===== src/rtl/str_wr.sv =====
// CPU-to-stream bridge: AXI4-Lite loaded words are committed as one wide AXIS beat,
// with sent/drop accounting and downstream FIFO occupancy readback.
module str_wr #(
   parameter int unsigned C_S_AXI_DATA_WIDTH = 32,
   parameter int unsigned C_S_AXI_ADDR_WIDTH = 8,
   parameter int unsigned N_PKT              = 3
) (
   input  logic                              s_axi_aclk,
   input  logic                              s_axi_areset,
   input  logic [C_S_AXI_ADDR_WIDTH-1:0]     s_axi_awaddr,
   input  logic [2:0]                        s_axi_awprot,
   input  logic                              s_axi_awvalid,
   output logic                              s_axi_awready,
   input  logic [C_S_AXI_DATA_WIDTH-1:0]     s_axi_wdata,
   input  logic [C_S_AXI_DATA_WIDTH/8-1:0]   s_axi_wstrb,
   input  logic                              s_axi_wvalid,
   output logic                              s_axi_wready,
   output logic [1:0]                        s_axi_bresp,
   output logic                              s_axi_bvalid,
   input  logic                              s_axi_bready,
   input  logic [C_S_AXI_ADDR_WIDTH-1:0]     s_axi_araddr,
   input  logic [2:0]                        s_axi_arprot,
   input  logic                              s_axi_arvalid,
   output logic                              s_axi_arready,
   output logic [C_S_AXI_DATA_WIDTH-1:0]     s_axi_rdata,
   output logic [1:0]                        s_axi_rresp,
   output logic                              s_axi_rvalid,
   input  logic                              s_axi_rready,
   output logic [32*N_PKT-1:0]               m_axis_tdata,
   output logic                              m_axis_tvalid,
   input  logic                              m_axis_tready,
   input  logic [31:0]                       write_data_count,
   input  logic [31:0]                       read_data_count,
   output logic                              busy
);

   localparam int unsigned DW = C_S_AXI_DATA_WIDTH;
   localparam int unsigned SW = C_S_AXI_DATA_WIDTH / 8;
   localparam int unsigned AW = C_S_AXI_ADDR_WIDTH;
   localparam int unsigned IW = AW - 2;
   localparam int unsigned TW = 32 * N_PKT;

   localparam logic [IW-1:0] IDX_CTRL   = IW'(16);
   localparam logic [IW-1:0] IDX_STATUS = IW'(17);
   localparam logic [IW-1:0] IDX_SENT   = IW'(18);
   localparam logic [IW-1:0] IDX_DROP   = IW'(19);
   localparam logic [IW-1:0] IDX_WDC    = IW'(20);
   localparam logic [IW-1:0] IDX_RDC    = IW'(21);
   localparam logic [IW-1:0] IDX_CLEAR  = IW'(22);
   localparam logic [IW-1:0] IDX_LAST   = IW'(N_PKT - 1);

   logic          awready_q, awready_d;
   logic          bvalid_q,  bvalid_d;
   logic          arready_q, arready_d;
   logic          rvalid_q,  rvalid_d;
   logic [DW-1:0] rdata_q,   rdata_d;
   logic [DW-1:0] data_q [N_PKT];
   logic [DW-1:0] data_d [N_PKT];
   logic          auto_q,    auto_d;
   logic          tvalid_q,  tvalid_d;
   logic [TW-1:0] tdata_q,   tdata_d;
   logic [31:0]   sent_q,    sent_d;
   logic [31:0]   dcnt_q,    dcnt_d;
   logic          drop_q,    drop_d;

   logic          wr_hs_c, rd_hs_c, ctrl_wr_c, send_c, clear_c, commit_c;
   logic          xfer_c, accept_c, reject_c;
   logic [IW-1:0] widx_c, ridx_c;
   logic [DW-1:0] rmux_c;
   logic [TW-1:0] snap_c;

   assign widx_c = s_axi_awaddr[AW-1:2];
   assign ridx_c = s_axi_araddr[AW-1:2];

   // Next-state logic for the AXI-Lite slave, register file and stream output.
   always_comb begin
      awready_d = ~awready_q & s_axi_awvalid & s_axi_wvalid & ~bvalid_q;
      arready_d = ~arready_q & s_axi_arvalid & ~rvalid_q;
      wr_hs_c   = awready_q & s_axi_awvalid & s_axi_wvalid;
      rd_hs_c   = arready_q & s_axi_arvalid;
      bvalid_d  = wr_hs_c ? 1'b1 : (s_axi_bready ? 1'b0 : bvalid_q);
      rvalid_d  = rd_hs_c ? 1'b1 : (s_axi_rready ? 1'b0 : rvalid_q);

      for (int i = 0; i < int'(N_PKT); i++) begin
         data_d[i] = data_q[i];
         if (wr_hs_c && widx_c == IW'(i)) begin
            for (int b = 0; b < int'(SW); b++) begin
               if (s_axi_wstrb[b]) data_d[i][8*b +: 8] = s_axi_wdata[8*b +: 8];
            end
         end
      end
      snap_c = '0;
      for (int i = 0; i < int'(N_PKT); i++) snap_c[32*i +: 32] = data_d[i];

      ctrl_wr_c = wr_hs_c & (widx_c == IDX_CTRL) & s_axi_wstrb[0];
      send_c    = ctrl_wr_c & s_axi_wdata[0];
      clear_c   = wr_hs_c & (widx_c == IDX_CLEAR) & s_axi_wstrb[0] & s_axi_wdata[0];
      auto_d    = ctrl_wr_c ? s_axi_wdata[1] : auto_q;
      commit_c  = send_c | (wr_hs_c & (widx_c == IDX_LAST) & auto_q);

      // A beat completing in the commit cycle frees the slot for the new one.
      xfer_c   = tvalid_q & m_axis_tready;
      accept_c = commit_c & (~tvalid_q | m_axis_tready);
      reject_c = commit_c & tvalid_q & ~m_axis_tready;
      tvalid_d = accept_c ? 1'b1 : (xfer_c ? 1'b0 : tvalid_q);
      tdata_d  = accept_c ? snap_c : tdata_q;

      sent_d = clear_c ? 32'd0 : (xfer_c ? sent_q + 32'd1 : sent_q);
      dcnt_d = clear_c ? 32'd0 :
               ((reject_c && dcnt_q != 32'hFFFF_FFFF) ? dcnt_q + 32'd1 : dcnt_q);
      drop_d = clear_c ? 1'b0 : (drop_q | reject_c);

      rmux_c = '0;
      for (int i = 0; i < int'(N_PKT); i++) begin
         if (ridx_c == IW'(i)) rmux_c = data_q[i];
      end
      case (ridx_c)
         IDX_CTRL:   rmux_c = DW'({auto_q, 1'b0});
         IDX_STATUS: rmux_c = DW'({drop_q, tvalid_q});
         IDX_SENT:   rmux_c = sent_q;
         IDX_DROP:   rmux_c = dcnt_q;
         IDX_WDC:    rmux_c = write_data_count;
         IDX_RDC:    rmux_c = read_data_count;
         default:    ;
      endcase
      rdata_d = rd_hs_c ? rmux_c : rdata_q;
   end

   always_ff @(posedge s_axi_aclk) begin
      if (s_axi_areset) begin
         awready_q <= 1'b0;
         bvalid_q  <= 1'b0;
         arready_q <= 1'b0;
         rvalid_q  <= 1'b0;
         rdata_q   <= '0;
         for (int i = 0; i < int'(N_PKT); i++) data_q[i] <= '0;
         auto_q    <= 1'b0;
         tvalid_q  <= 1'b0;
         tdata_q   <= '0;
         sent_q    <= '0;
         dcnt_q    <= '0;
         drop_q    <= 1'b0;
      end else begin
         awready_q <= awready_d;
         bvalid_q  <= bvalid_d;
         arready_q <= arready_d;
         rvalid_q  <= rvalid_d;
         rdata_q   <= rdata_d;
         data_q    <= data_d;
         auto_q    <= auto_d;
         tvalid_q  <= tvalid_d;
         tdata_q   <= tdata_d;
         sent_q    <= sent_d;
         dcnt_q    <= dcnt_d;
         drop_q    <= drop_d;
      end
   end

   assign s_axi_awready = awready_q;
   assign s_axi_wready  = awready_q;
   assign s_axi_bvalid  = bvalid_q;
   assign s_axi_bresp   = 2'b00;
   assign s_axi_arready = arready_q;
   assign s_axi_rvalid  = rvalid_q;
   assign s_axi_rdata   = rdata_q;
   assign s_axi_rresp   = 2'b00;
   assign m_axis_tvalid = tvalid_q;
   assign m_axis_tdata  = tdata_q;
   assign busy          = tvalid_q;

   logic unused_ok_c;
   assign unused_ok_c = ^{s_axi_awprot, s_axi_arprot, s_axi_awaddr[1:0], s_axi_araddr[1:0]};

endmodule


===== config.mk =====
export PLATFORM = sky130hd
export DESIGN_NAME = str_wr
export DESIGN_NICKNAME = d
export VERILOG_FILES = /design/src/rtl/str_wr.sv
export SDC_FILE = /design/constraint.sdc
export NUM_CORES = 1
export LEC_CHECK = 0
export ABC_AREA = 0
export CELL_PAD_IN_SITES_DETAIL_PLACEMENT = 1
export CELL_PAD_IN_SITES_GLOBAL_PLACEMENT = 2
export CORE_ASPECT_RATIO = 0.7
export CORE_MARGIN = 8
export CORE_UTILIZATION = 30
export CTS_BUF_LIST = sky130_fd_sc_hd__clkbuf_4 sky130_fd_sc_hd__clkbuf_8
export CTS_CLUSTER_DIAMETER = 120
export CTS_CLUSTER_SIZE = 28
export DETAILED_ROUTE_END_ITERATION = 8
export DONT_BUFFER_PORTS = 1
export PLACE_DENSITY = 0.63
export SETUP_SLACK_MARGIN = 0.3
export SYNTH_ARGS = -nofsm -noshare
export SYNTH_HDL_FRONTEND = slang
export SYNTH_SLANG_ARGS = --single-unit

===== constraint.sdc =====
create_clock -name s_axi_aclk -period 2.4 [get_ports s_axi_aclk]
set_clock_uncertainty 0.1 [all_clocks]
set_input_delay 0.48 -clock s_axi_aclk [delete_from_list [all_inputs] [get_ports s_axi_aclk]]
set_output_delay 0.48 -clock s_axi_aclk [all_outputs]
set_load 0.1 [all_outputs]

==> results.md <==
- Status: complete, but fails checks
- Failing checks: hold timing
- Yosys cell types: 56
- Worst setup EP type: flip-flop
- Largest net degree at the start of global routing: 232
- DRC violation count after routing: 0
- Mapped cell area: 12180 µm²
- Post-synth EDFFs: 0
- Die H: roughly 180 µm
- Die area: about 47000 µm²
- Post-Syn Instances: approximately 1.3k
- Most frequent cells in the layout: 280 x dfxtp_1, 265 x nor2_1, 182 x buf_4, 96 x a211oi_1, 95 x mux2i_1
- Max Root-Sink Buffers: 3
- Synthesized area per cell: 9.382 µm²
- Nets: 1649
- Yosys warning total: 0
- Commonest non-fill, non-tap cell in the layout: dfxtp_1
- IO Port Bufs: 0
- Hold Vio Cnt, Final: 76
- Worst path arrival time: 2.52 ns
- Vias in the first global route: between 10k and 15k
- Initial Utilization: 30.57%
- Total negative setup slack: 0 ns
- Gr ovfl total: 0
- Total clock sinks: 295
- Fmax: roughly 480 MHz
- Slew Limit Fails: 0
- IO Pins: 269
- CP Max Fanout: 7
- Asr flop ratio synth: 0%
- Final Wtd Congestion: 0.7626
- Leak pwr: around 0.0064 µW
- WL/cell: between 20 and 25 µm
- Layout cell share with drive strength beyond 1: between 10% and 20%
- CTS buffer count: 14
- Pwr/cell area: 490.2 nW/µm²
- Worst-path clk slew: roughly 0.17 ns
- Seq/Total Area, Yosys: 48.49%
- DR iter-0 viols: 694
- RSZ-0062 raised after global routing: true
- Reg2Reg Setup Slack: 0.33 ns
- Post-layout min period: 2.094 ns
- Vias/cell: 5.293
- Post-DP HPWL: around 34000 µm
- Hold Crit Class: in2reg
- TritonCTS clock tree: done
- Worst relative slew slack: ~57%
- Antenna viol nets, final: 0
- Drt pass-1 iters: 5
- Core box area: roughly 40000 µm²
- Max-cap violations: 0
- Register bit total from synthesis: 295
- DRT Wirelength: 49660 µm
- Slew @ Worst Pin: 0.6461 ns
- H-tree levels: 1
- Via count: 10.87k
- Final setup viols: 0
- CP required: between 2 and 3 ns
- Worst skew pair latency: 0.59 ns
- Main flop type after synthesis: dfxtp_1
- Gr usage total: 19.07%
- Initial antenna violation count: 2
- Final Hold Slack: -0.1158 ns
- Row count: 61
- Area delta synth->final: 29.77%
- Final Cycle Share: 87.26%
- Die width: 256.8 µm
- CP Class: in2reg
- CTS root buf: clkbuf_8
- Maximum VDD drop: 0.2997 mV
- Setup crit start kind: input port
- First-pass GRT wire length: 70440 µm
## cell usage after synthesis (2+ instances only)
library cell | instances | area [µm²]
mux2i_1 | 98 | 980.9
nor2_1 | 269 | 1010
a211oi_1 | 98 | 735.7
nand4_1 | 27 | 168.9
nor2b_1 | 5 | 31.28
nor3_2 | 2 | 20.02
ha_1 | 2 | 25.02
xor2_1 | 39 | 341.6
a31oi_1 | 31 | 193.9
nand2b_1 | 8 | 50.05
nand2_1 | 32 | 120.1
nand4_2 | 2 | 25.02
or3_1 | 7 | 43.79
dfxtp_1 | 295 | 5906
nand3_1 | 29 | 145.1
and3_1 | 10 | 62.56
inv_1 | 8 | 30.03
nor3_1 | 9 | 45.04
a22o_1 | 2 | 17.52
nor4_1 | 5 | 31.28
and2_1 | 5 | 31.28
nor3b_2 | 2 | 25.02
o21ai_0 | 5 | 25.02
a221o_1 | 28 | 280.3
a21oi_2 | 2 | 17.52
and4_1 | 5 | 43.79
and4_2 | 3 | 30.03
a22oi_1 | 57 | 427.9
a221oi_1 | 5 | 43.79
a21oi_1 | 43 | 215.2
xnor2_1 | 17 | 148.9
buf_1 | 8 | 30.03
clkbuf_1 | 62 | 232.7
nor4_2 | 2 | 25.02
a311oi_1 | 2 | 17.52
o21bai_1 | 29 | 217.7
buf_2 | 21 | 105.1
buf_4 | 6 | 45.04
## metal layers
metal  wire length [µm]  GRT usage (%)
met4               1057          4.538
met2              22760          30.69
met5                  0              0
met3               2820          4.180
met1              23020          25.88
## worst paths after layout
kind | startpoint | end | depth (start not counted)
setup / recovery | s_axi_araddr[2] | s_axi_rdata[30]$_SDFFE_PP0P_ | 8
hold / removal | s_axi_areset | m_axis_tdata[21]$_SDFFE_PP0P_ | 1
hold reg to reg | s_axi_rdata[1]$_SDFFE_PP0P_ | s_axi_rdata[1]$_SDFFE_PP0P_ | 2
setup reg to reg | s_axi_awready$_SDFF_PP0_ | m_axis_tdata[6]$_SDFFE_PP0P_ | 7
## power by group
group	switching, µW	internal [µW]	leakage, µW
combinational	402	206	0.00393
sequential	13.2	4920	0.00239
clock	1600	604	0.000119
total	2010	5730	0.00644
## state kept, by name, summed over array words and instances, names as in the netlist
register,cells
data_q,96
m_axis_tdata,96
dcnt_q,32
s_axi_rdata,32
sent_q,32
auto_q,1
busy,1
drop_q,1
s_axi_arready,1
s_axi_awready,1
s_axi_bvalid,1
s_axi_rvalid,1
## per-stage QoR
step                util (%)  worst slack [ns]  std cells  cell area [µm²]  power, µW
floorplan                  -            0.2336       1301            12280       5466
global placement       35.41           0.09167       1919            14110       5519
detailed placement     35.41           0.05985       1919            14110       5523
CTS                    38.17            0.2751       2014            15210       7820
global route           39.67            0.2388       2054            15800       8039
finish                 39.67            0.3058       2054            15800       7747
## worst max-delay path: stages
cell and delay, ns:
or3_4 0.41, nor4_4 0.30, buf_4 0.17, buf_12 0.10
buf_12 0.11, a221oi_1 0.08, a311oi_1 0.29, dlygate4sd3_1 0.59
## layout make-up
class / count / area, µm²
Clock buffer: 16 / 214.0
Inverter: 8 / 30.03
Clock inverter: 1 / 16.27
Fill cell: 4519 / 24040
Antenna cell: 1 / 2.502
Multi-Input combinational cell: 904 / 6162
Tap cell: 535 / 669.4
Timing Repair Buffer: 294 / 2773
Sequential cell: 295 / 5937
## logic make-up (layout without fill, tap and decap cells)
kind of cell,after synthesis,after routing,share of synthesized area (%)
compound gates,307,307,18.56
xor+xnor,56,56,4.028
fa+ha+maj,2,2,0.2055
buf+inv,105,319,3.637
flops,295,295,48.49
mux,99,99,8.240
other cells,1,5,0.03079
simple gates,433,436,16.81
## repair_timing
item / in CTS / in global routing
pin swaps: 3 / 17
gates cloned: 3 / 5
endpoints found under the setup margin: 54 / 103
resized for setup: 15 / 37
setup buffers: 2 / 21
endpoints found under the hold margin: 230 / 183
hold buffers: 73 / 14
(Power assumes the default switching activity.)
